===== src/rtl/cpu_types_pkg.sv =====
// Shared CPU types used by the fetch stage.
//   word_t        : 32-bit machine word
//   opcode_t      : 6-bit primary opcode field (instr[31:26])
//   fetch_state_t : fetch FSM states
//   ifid_t        : contents of the IF/ID register and of the fetch skid buffer
//   HALT          : opcode that stops instruction fetch
package cpu_types_pkg;

  typedef logic [31:0] word_t;
  typedef logic [5:0]  opcode_t;

  typedef enum logic [1:0] {
    RUN    = 2'd0,
    SKID   = 2'd1,
    HALTED = 2'd2
  } fetch_state_t;

  typedef struct packed {
    word_t instr;
    word_t pc;
    word_t npc;
    logic  valid;
  } ifid_t;

  localparam opcode_t HALT = 6'h3F;

endpackage


===== src/rtl/ifid_latch.sv =====
// Pipeline register holding one ifid_t entry with load / clear / hold.
// Serves as both the IF/ID register and the fetch skid buffer.
//   CLK, nRST : clock, asynchronous active-low reset
//   load      : capture d on the next rising edge
//   clear     : replace contents with a bubble (takes priority over load)
//   d         : entry to capture
//   q         : current entry
module ifid_latch
  import cpu_types_pkg::*;
#(
  parameter word_t CLEAR_INSTR = 32'h0
) (
  input  logic  CLK,
  input  logic  nRST,
  input  logic  load,
  input  logic  clear,
  input  ifid_t d,
  output ifid_t q
);

  localparam ifid_t BUBBLE = '{instr: CLEAR_INSTR, pc: '0, npc: '0, valid: 1'b0};

  // NOTE: state registers use non-blocking assignments so every flop samples
  // the pre-edge values; blocking here would create order-dependent races.
  always_ff @(posedge CLK or negedge nRST) begin
    if (!nRST) begin
      q <= BUBBLE;
    end else if (clear) begin
      q <= BUBBLE;
    end else if (load) begin
      q <= d;
    end
  end

endmodule


===== src/rtl/fetch_stage.sv =====
// Instruction-fetch stage between the PC and the IF/ID boundary.
// Requests instruction reads, strobes the PC, owns the IF/ID register plus a
// one-entry skid buffer so a fetched word survives a decode stall, squashes on
// flush, and stops fetching once a HALT enters IF/ID.
//   CLK, nRST      : clock, asynchronous active-low reset
//   imemaddr       : current PC
//   ihit, imemload : icache returns imemload this cycle
//   id_stall       : decode cannot accept a new IF/ID entry
//   flush          : redirect; squash IF/ID and skid
//   imemREN        : instruction read request
//   pc_enable, npc : PC update strobe and next sequential PC
//   ifid_*         : IF/ID register contents
//   fetch_halted   : fetch stopped on HALT
module fetch_stage
  import cpu_types_pkg::*;
#(
  parameter logic [31:0] PC_STEP     = 32'd4,
  parameter logic [5:0]  HALT_OPCODE = HALT,
  parameter logic [31:0] NOP_WORD    = 32'h0
) (
  input  logic        CLK,
  input  logic        nRST,
  input  logic [31:0] imemaddr,
  input  logic        ihit,
  input  logic [31:0] imemload,
  input  logic        id_stall,
  input  logic        flush,
  output logic        imemREN,
  output logic        pc_enable,
  output logic [31:0] npc,
  output logic [31:0] ifid_instr,
  output logic [31:0] ifid_pc,
  output logic [31:0] ifid_npc,
  output logic        ifid_valid,
  output logic        fetch_halted
);

  fetch_state_t state, state_n;
  ifid_t        ifid_q, ifid_d, skid_q, fetched;
  logic         ifid_load, ifid_clear, skid_load, skid_clear;
  logic         pc_enable_raw;

  // 32-bit sum: the carry out is dropped, so the PC wraps modulo 2^32.
  assign npc     = imemaddr + PC_STEP;
  assign fetched = '{instr: imemload, pc: imemaddr, npc: npc, valid: 1'b1};

  always_ff @(posedge CLK or negedge nRST) begin
    if (!nRST) begin
      state <= RUN;
    end else begin
      state <= state_n;
    end
  end

  // Rule-priority mux: flush first, then the per-state behaviour.
  // NOTE: every signal driven here gets a default before the case, so no
  // path leaves it unassigned and no latch is inferred.
  always_comb begin
    state_n       = state;
    ifid_d        = fetched;
    ifid_load     = 1'b0;
    ifid_clear    = 1'b0;
    skid_load     = 1'b0;
    skid_clear    = 1'b0;
    pc_enable_raw = 1'b0;

    if (flush) begin
      ifid_clear    = 1'b1;
      skid_clear    = 1'b1;
      pc_enable_raw = 1'b1;
      state_n       = RUN;
    end else begin
      unique case (state)
        RUN: begin
          if (ihit && !id_stall) begin
            ifid_load     = 1'b1;
            pc_enable_raw = 1'b1;
            if (imemload[31:26] == HALT_OPCODE) state_n = HALTED;
          end else if (ihit) begin
            // Word already consumed from the PC's point of view: park it.
            skid_load     = 1'b1;
            pc_enable_raw = 1'b1;
            state_n       = SKID;
          end else if (!id_stall) begin
            ifid_clear = 1'b1;
          end
        end
        SKID: begin
          if (!id_stall) begin
            // The skid entry was captured with valid=1.
            ifid_d     = skid_q;
            ifid_load  = 1'b1;
            skid_clear = 1'b1;
            state_n    = (skid_q.instr[31:26] == HALT_OPCODE) ? HALTED : RUN;
          end
        end
        HALTED: begin
          if (!id_stall) ifid_clear = 1'b1;
        end
        default: begin
          state_n = RUN;
        end
      endcase
    end
  end

  ifid_latch #(.CLEAR_INSTR(NOP_WORD)) u_ifid (
    .CLK   (CLK),
    .nRST  (nRST),
    .load  (ifid_load),
    .clear (ifid_clear),
    .d     (ifid_d),
    .q     (ifid_q)
  );

  ifid_latch #(.CLEAR_INSTR(NOP_WORD)) u_skid (
    .CLK   (CLK),
    .nRST  (nRST),
    .load  (skid_load),
    .clear (skid_clear),
    .d     (fetched),
    .q     (skid_q)
  );

  assign imemREN      = (state == RUN);
  assign pc_enable    = pc_enable_raw && nRST;
  assign fetch_halted = (state == HALTED);
  assign ifid_instr   = ifid_q.instr;
  assign ifid_pc      = ifid_q.pc;
  assign ifid_npc     = ifid_q.npc;
  assign ifid_valid   = ifid_q.valid;

endmodule

===== config.mk =====
export PLATFORM = sky130hd
export DESIGN_NAME = fetch_stage
export DESIGN_NICKNAME = d
export VERILOG_FILES = /design/src/rtl/cpu_types_pkg.sv /design/src/rtl/ifid_latch.sv /design/src/rtl/fetch_stage.sv
export SDC_FILE = /design/constraint.sdc
export NUM_CORES = 1
export LEC_CHECK = 0
export ABC_AREA = 1
export BUFFER_PORTS_ARGS = -buffer_cell sky130_fd_sc_hd__buf_2
export CAP_MARGIN = 20
export CORE_MARGIN = 4
export CORE_UTILIZATION = 30
export CTS_CLUSTER_SIZE = 10
export DETAILED_ROUTE_END_ITERATION = 6
export HOLD_SLACK_MARGIN = 0.06
export SLEW_MARGIN = 20
export SYNTH_ARGS = -nofsm -noshare
export SYNTH_HDL_FRONTEND = slang
export SYNTH_SLANG_ARGS = --single-unit

===== constraint.sdc =====
create_clock -name CLK -period 3 [get_ports CLK]
set_input_delay 0.6 -clock CLK [delete_from_list [all_inputs] [get_ports CLK]]
set_output_delay 0.6 -clock CLK [all_outputs]
set_load 0.05 [all_outputs]

* After elaboration in Yosys (flattened, before gate mapping) *
Index checks and enable logic that the tools add are counted.

word-level totals
  register bits = 196
  input port bits = 69
  output and inout bits = 132
  word-level logic and storage cells = 56

cells by class
  $add $sub $neg = 1
  eq/ne operators = 8
  multiplexer cells = 31
  reductions and logical operators = 7

operators with widths
  kind                     number
  $mux W97                 7
  $add A32 B3 Y32 const B  1
  $mux W1                  15
  $eq A6 B6 Y1 const B     2
  $mux W2                  6
  $ne A4 B3 Y1 const B     2
  $pmux W2 S3              1
  $pmux W1 S2              2
  $reduce_and A4 Y1        1
  $reduce_bool A2 Y1       2
  $ne A3 B3 Y1 const B     1
  $eq A2 B1 Y1 const B     1
  $eq A2 B2 Y1 const B     1
  $logic_and A1 B1 Y1      2
  $logic_not A2 Y1         1
  $ne A2 B2 Y1 const B     1
  $logic_not A1 Y1         1

* Longest topological paths before layout *
Gate-level depths: netlist (run 1).

  word-level depth = 7
  gate-level depth with buffers = 12

* Modules after synthesis *
A second synthesis (run 1) with hierarchy kept.

second synthesis, totals
  cell total of the unflattened synthesis = 1354
  area, all modules = 9848.2 um2

modules (own cells, without submodules)
  module       instances  cells each  area each (um2)
  ifid_latch   2          421         3834.9
  fetch_stage  1          512         2178.3

* Worst setup path after synthesis (run 1) *
Ideal clock, no wire load.

  path type = input to output
  start = input port imemaddr[2]
  end = output port npc[16]
  arrival time = 2099 ps
  required time = 2400 ps
  path slack = 301 ps
  cell stages on the path = 5
  path buffers = 0
  path through = ha_1 > nand2_1 > nor2_2 > nand3_1 > xnor2_1

between the ends
  cells in the longest elaborated chain, start to end = 1

RTL lines
  element          line               RTL
  start, declared  fetch_stage.sv:23  input logic [31:0] imemaddr,
  $add A32 B3 Y32  fetch_stage.sv:44  assign npc = imemaddr + PC_STEP;
  end, declared    fetch_stage.sv:30  output logic [31:0] npc,

Every way passes these cells.

* Worst setup path after layout (run 1) *
Ends and elaborated chain as after synthesis.

==> results of run 1 <==
-- cell type report --
class | count | area [um^2] | share of cell area (%)
antenna | 1 | 2.50 | 0.0229
clock buffer | 18 | 429 | 3.92
clock inverter | 14 | 179 | 1.64
inverter | 149 | 561 | 5.12
multi-input combinational | 641 | 3240 | 29.6
sequential | 192 | 4800 | 43.9
tap | 384 | 480 | 4.39
timing repair buffer | 219 | 1240 | 11.3
-- critical path, cell delays in order --
cell     delay (ps)
buf_2           150
ha_1            190
nand2_1          90
nor2_2          280
nand3_1         200
xnor2_1         310
buf_2           330
-- power by group through the flow --
stage          logic (W)  registers [W]  clock network, W
3_5_place_dp     0.00104        0.00283                 0
4_1_cts          0.00104        0.00278           0.00250
3_3_place_gp     0.00104        0.00283                 0
5_1_grt          0.00112        0.00280           0.00261
6_report         0.00103        0.00278           0.00244
2_1_floorplan   0.000456        0.00306                 0
-- state kept, by name, summed over array words and instances, names as in the netlist --
| register | flops |
|---|---|
| u_ifid.q | 95 |
| u_skid.q | 95 |
| state | 2 |
-- cell families after synthesis --
logic type / share of synthesized area [%]
buffers and inverters: 9.88
adder cells (fa/ha/maj): 0.140
flip-flops: 53.8
AND/OR/NAND/NOR: 19.4
AO/OA/AOI/OAI: 15.8
XOR/XNOR: 0.981
-- through the flow --
stage / instances / hold slack (ps) / utilization [%] / instance area [um^2] / total power, W
final: 1618 / 304 / 37.7 / 10900 / 0.00625
after CTS: 1617 / 342 / 37.7 / 10900 / 0.00633
after global placement: 1585 / 456 / 35.6 / 10300 / 0.00387
after detailed placement: 1585 / 459 / 35.6 / 10300 / 0.00388
after floorplan: 1035 / 304 / - / 8930 / 0.00351
after global routing: 1618 / 335 / 37.7 / 10900 / 0.00654
-- path summary, 6_finish.rpt --
kind                       cells after the start                        to                    start
min                                            2  u_ifid.q[44]$_DFFE_PN0P_                     nRST
min reg2reg                                    2   u_skid.q[0]$_DFFE_PN0P_  u_skid.q[0]$_DFFE_PN0P_
max reg2reg                                   10  u_ifid.q[40]$_DFFE_PN0P_     state[0]$_DFFE_PN0P_
min in group CLK                               3   u_skid.q[2]$_DFFE_PN0P_              imemaddr[1]
max in group asynchronous                      3      state[0]$_DFFE_PN0P_                     nRST
max                                            7                   npc[16]              imemaddr[2]
-- synthesized netlist by cell type --
master	n	area, um^2
buf_1	7	26.3
inv_2	9	33.8
nand3_2	1	10.0
o221ai_1	41	359
ha_1	1	12.5
o211ai_2	20	250
nand4_4	1	21.3
buf_6	11	124
o21ai_1	12	60.1
o21ai_0	63	315
buf_2	18	90.1
nand4_1	4	25.0
nor2_1	50	188
nand2_2	2	12.5
nand3_1	33	165
nand2_4	1	11.3
xnor2_1	1	8.76
nor2_8	1	20.0
nor2_2	3	18.8
nor2_4	3	33.8
o22ai_1	40	250
a21boi_0	1	7.51
nand3b_1	1	7.51
nand2_1	324	1220
inv_1	140	526
buf_4	5	37.5
dfrtp_1	192	4800
a21oi_1	20	100
clkbuf_1	12	45.0
o211ai_1	6	45.0
xor2_1	9	78.8
a22o_1	3	26.3
-- metal layers --
metal  routed length [um]  track usage, %
met5                    0               0
met4                  453            3.99
met3                 1840            5.27
met2                12400            26.4
met1                13100            23.8
==> metrics.txt, run 1 <==
status complete, no violations; Crit. End Element primary output; fraction of layout cells with a size suffix above 1 between 20% and 30%; Final Hold Vio Count 0; switching share of total power 31.3%; Chip Width 181 um; pin count of the biggest net entering global routing 107; dpl ws approximately 220 ps; Chip Height 181 um; Crit Path Class input port to primary output; first-pass GRT wire length 44900 um; Comb pwr share 16.5%; most frequent cells in the layout nand2_1, buf_2, dfrtp_1, inv_1, o21ai_0; setup ws final 242 ps; register area share after synthesis 53.8%; most common cell after layout, fill and taps aside nand2_1; worst slew pin tran slightly above 600 ps; Top-Level Pins 201; Num CTS Buffers 17; crit share post-route between 90% and 100%; distinct cell type count after synthesis 32; Setup Skew 17.9 ps; Reg2Reg Setup Slack 860 ps; starting density of the core 30.8%; drt first pass iters 5; H-tree levels 4; Max FO, Critical Path 6; antenna violation net count after detailed routing 0; Period minus WS final 2760 ps; Syn Inst Count 1035; number of max-cap violations 0; DIE AREA roughly 0.033 mm^2; Post CTS Setup Buffer Count 0; critical path data arrival time 2160 ps; FF+latch count, synth 192; RSZ-0062 raised after global routing false; Max clock buf depth 2; clock sink count 192; Synth Area per Inst 8.63 um^2; GRT Residual Overflow 0; CTS tree done; VDD IR max 335 uV; worst skew pair latency 430 ps; Net Switching between 0.0015 and 0.002 W; CTS resizes 0; Hold-fix buffers, CTS 0; per-cell routed wire length 17.2 um; Clock power frac 39.0%; DRC Markers 0; Post-Syn Nets approximately 1100; total number of vias 7577; slew margin rel. between 50% and 60%; Yosys Warn Count 0; post-DP HPWL 19900 um; Cell Area, Synth 0.00893 mm^2; CP required roughly 2400 ps; fill count 3023; 1st-iter DRT viols 532; GP Congestion 0.897; Final setup violation count 0; Clock transition at path regs 80 ps; total global-route track usage 17.1%; vias in the first global route ~8000; port buffer count 200; Pins Over Slew Limit 0; Static Leakage 5.67 nW; setup TNS 0 ps; core area 0.0290 mm^2; sequential share of power 44.5%; worst min path class input port to async pin; pwr dens 571 mW/mm^2; Worst setup SP type input port; Root Driver clkbuf_16; Fmax 363 MHz; site row count 62; initial antenna violation count 1; nets@finish 1290; final wirelength 27800 um; mean number of vias per cell 4.68; area delta synth->final 22.5%; Int Pwr 0.00429 W
Power figures use the tool's default switching activity.
==> inputs of run 2 (changes only) <==
--- a/config.mk
+++ b/config.mk
@@ -8,6 +8,7 @@
 export ABC_AREA = 1
 export BUFFER_PORTS_ARGS = -buffer_cell sky130_fd_sc_hd__buf_2
 export CAP_MARGIN = 20
+export CORE_ASPECT_RATIO = 1.75
 export CORE_MARGIN = 4
 export CORE_UTILIZATION = 30
 export CTS_CLUSTER_SIZE = 10
==> run 2 against run 1 <==
Maximum frequency down 2.6%. Non-clock buffer count up 1. Register-to-register slack better by 230 ps. Cell area down 0.39%. Global-route usage up 0.72 points. Combinational power about the same. Largest cell class unchanged.
==> metrics.txt, run 2 (synthesized netlist as in run 1, its figures left out) <==
mean number of vias per cell 4.81 (was 4.68); slew margin rel. 44.6% (was 58.6%); fill count 3039 (was 3023); multi-input logic area 0.00324 mm^2 (unchanged); Static Leakage 5.65 nW (was 5.67 nW); number of max-cap violations 0 (unchanged); 1st-iter DRT viols 514 (was 532); Max FO, Critical Path 6 (unchanged); status complete, no violations (unchanged); CP required 2400 ps (about the same); setup TNS 0 ps (unchanged); switching share of total power 31.8% (was 31.3%); critical path data arrival time 2230 ps (was 2160 ps); Fin Hold WS 286 ps (was 304 ps); pin count of the biggest net entering global routing 130 (was 107); core area 0.0294 mm^2 (was 0.0290 mm^2); H-tree levels 4 (unchanged); initial antenna violation count 7 (was 1); Crit path largest cell delay 310 ps (was 330 ps); per-cell routed wire length 17.9 um (was 17.2 um); first-pass GRT wire length 45600 um (was 44900 um); Root Driver clkbuf_16 (unchanged); Post CTS Setup Buffer Count 0 (unchanged); RSZ-0062 raised after global routing false (unchanged); CTS tree done (unchanged); total number of vias 7785 (was 7577); Clock transition at path regs 70 ps (was 80 ps); stages on the worst setup path 9 (was 7); Pins Over Slew Limit 0 (unchanged); Top-Level Pins 201 (unchanged); fraction of layout cells with a size suffix above 1 23.7% (was 23.6%); total global-route track usage 17.9% (was 17.1%); VDD IR max 405 uV (was 335 uV); worst min path class input port to async pin (unchanged); CTS resizes 0 (unchanged); Critical-path top delay cell buf_2 (unchanged); Hold-fix buffers, CTS 0 (unchanged); PnR Total Power 0.00614 W (was 0.00625 W); most common cell after layout, fill and taps aside nand2_1 (unchanged); worst skew pair latency 450 ps (was 430 ps); site row count 83 (was 62); most frequent cells in the layout nand2_1, buf_2, dfrtp_1, inv_1, o21ai_0 (unchanged); antenna violation net count after detailed routing 0 (unchanged); Setup Skew 12.7 ps (was 17.9 ps); Crit Path Class input port to primary output (unchanged); Chip Width 138 um (was 181 um); clock sink count 192 (unchanged); CP most frequent cell nand2_1 (was buf_2); port buffer count 200 (unchanged); Int Pwr 0.00419 W (was 0.00429 W); Worst setup SP type input port (unchanged); area delta synth->final 22.0% (was 22.5%); pwr dens 563 mW/mm^2 (was 571 mW/mm^2); fin util 37.1% (was 37.7%); drt first pass iters 5 (unchanged); Period minus WS final 2830 ps (was 2760 ps); Net Switching 0.00195 W (was 0.00196 W); setup ws final 167 ps (was 242 ps); GRT Residual Overflow 0 (unchanged); FF+latch area 0.00480 mm^2 (unchanged); worst r2r path cells 10 (unchanged); vias in the first global route 7997 (was 7823); Fmax 353 MHz (was 363 MHz); dpl ws 201 ps (was 221 ps); final wirelength 28900 um (was 27800 um); Crit. End Element primary output (unchanged); starting density of the core 30.4% (was 30.8%); Final setup violation count 0 (unchanged); CP bufs+invs 3 (was 2); nets@finish 1291 (was 1290); worst slew pin tran 830 ps (was 621 ps); sequential share of power 45.4% (was 44.5%); Final Hold Vio Count 0 (unchanged); DIE AREA 0.0327 mm^2 (was 0.0326 mm^2); GP Congestion 0.920 (was 0.897); critical path cell sequence buf_2 -> ha_1 -> nand2_1 -> nor2_2 -> inv_1 -> nor2_1 -> nand2_1 -> nand2_1 -> buf_2 (was buf_2 -> ha_1 -> nand2_1 -> nor2_2 -> nand3_1 -> xnor2_1 -> buf_2); family with the most delay on the worst path simple AND/OR/NAND/NOR gates (unchanged); Comb pwr share 16.9% (was 16.5%); Max clock buf depth 2 (unchanged); post-DP HPWL 21100 um (was 19900 um); Clock power frac 37.8% (was 39.0%); Top Registers u_ifid.q: 95 flops, u_skid.q: 95 flops, state: 2 flops (unchanged); crit share post-route 94.4% (was 91.9%); DRC Markers 0 (unchanged); Num CTS Buffers 17 (unchanged); Chip Height 236 um (was 181 um)
[run 2: cell types whose count changed in the layout (fill, tap and decap cells not counted), sizes merged]
cell / change
diode: +2
buf: +1
bufinv: -2
clkinvlp: +1
clkbuf: +2
inv: -1
[run 2: worst paths after layout]
check | startpoint | endpoint | slack (ps)
max in group asynchronous | nRST | u_ifid.q[25]$_DFFE_PN0P_ | 2070
min | nRST | u_ifid.q[89]$_DFFE_PN0P_ | 290
max reg2reg | state[0]$_DFFE_PN0P_ | u_ifid.q[51]$_DFFE_PN0P_ | 1090
min in group CLK | imemaddr[1] | u_skid.q[2]$_DFFE_PN0P_ | 400
min reg2reg | u_ifid.q[25]$_DFFE_PN0P_ | u_ifid.q[25]$_DFFE_PN0P_ | 480
max | imemaddr[2] | npc[14] | 170
[run 2: metal layers]
metal | wire length [um] | GRT usage [%] | vias to the layer above
met3 | 1590 | 3.96 | 68
met2 | 14800 | 30.5 | 246
met5 | 49 | 0 | -
met1 | 11000 | 20.4 | 3733
met4 | 1510 | 10.3 | 8
li1 | - | - | 3730
[run 2: per-stage QoR]
stage                     cell area [um^2]  instances
after floorplan                       8930       1035
after CTS                            10900       1616
final                                10900       1619
after global placement               10300       1584
after detailed placement             10300       1584
after global routing                 10900       1619
[run 2: final cells by class]
cell class,count,share of cell area (%)
clock buffers,20,4.28
well taps,382,4.39
repair buffers,220,11.1
flip-flops and latches,192,44.1
clock inverters,12,1.16
multi-input cells,641,29.8
diodes,3,0.0689
inverters,149,5.14
[run 2: worst register-to-register path: stages (launching register included)]
cell and delay, ps:
dfrtp_1 450, inv_2 100, nor2_4 40, nand2_4 100, nand2_1 70, inv_2 110
nand2_2 60, clkinv_2 50, buf_4 570, nand2_1 170, o221ai_1 110
[run 2: power by group through the flow]
stage / sequential, W / combinational (W) / clock, W
floorplan: 0.00306 / 0.000456 / 0
global placement: 0.00283 / 0.00104 / 0
detailed placement: 0.00284 / 0.00105 / 0
CTS: 0.00279 / 0.00105 / 0.00238
global route: 0.00280 / 0.00112 / 0.00248
finish: 0.00279 / 0.00103 / 0.00232
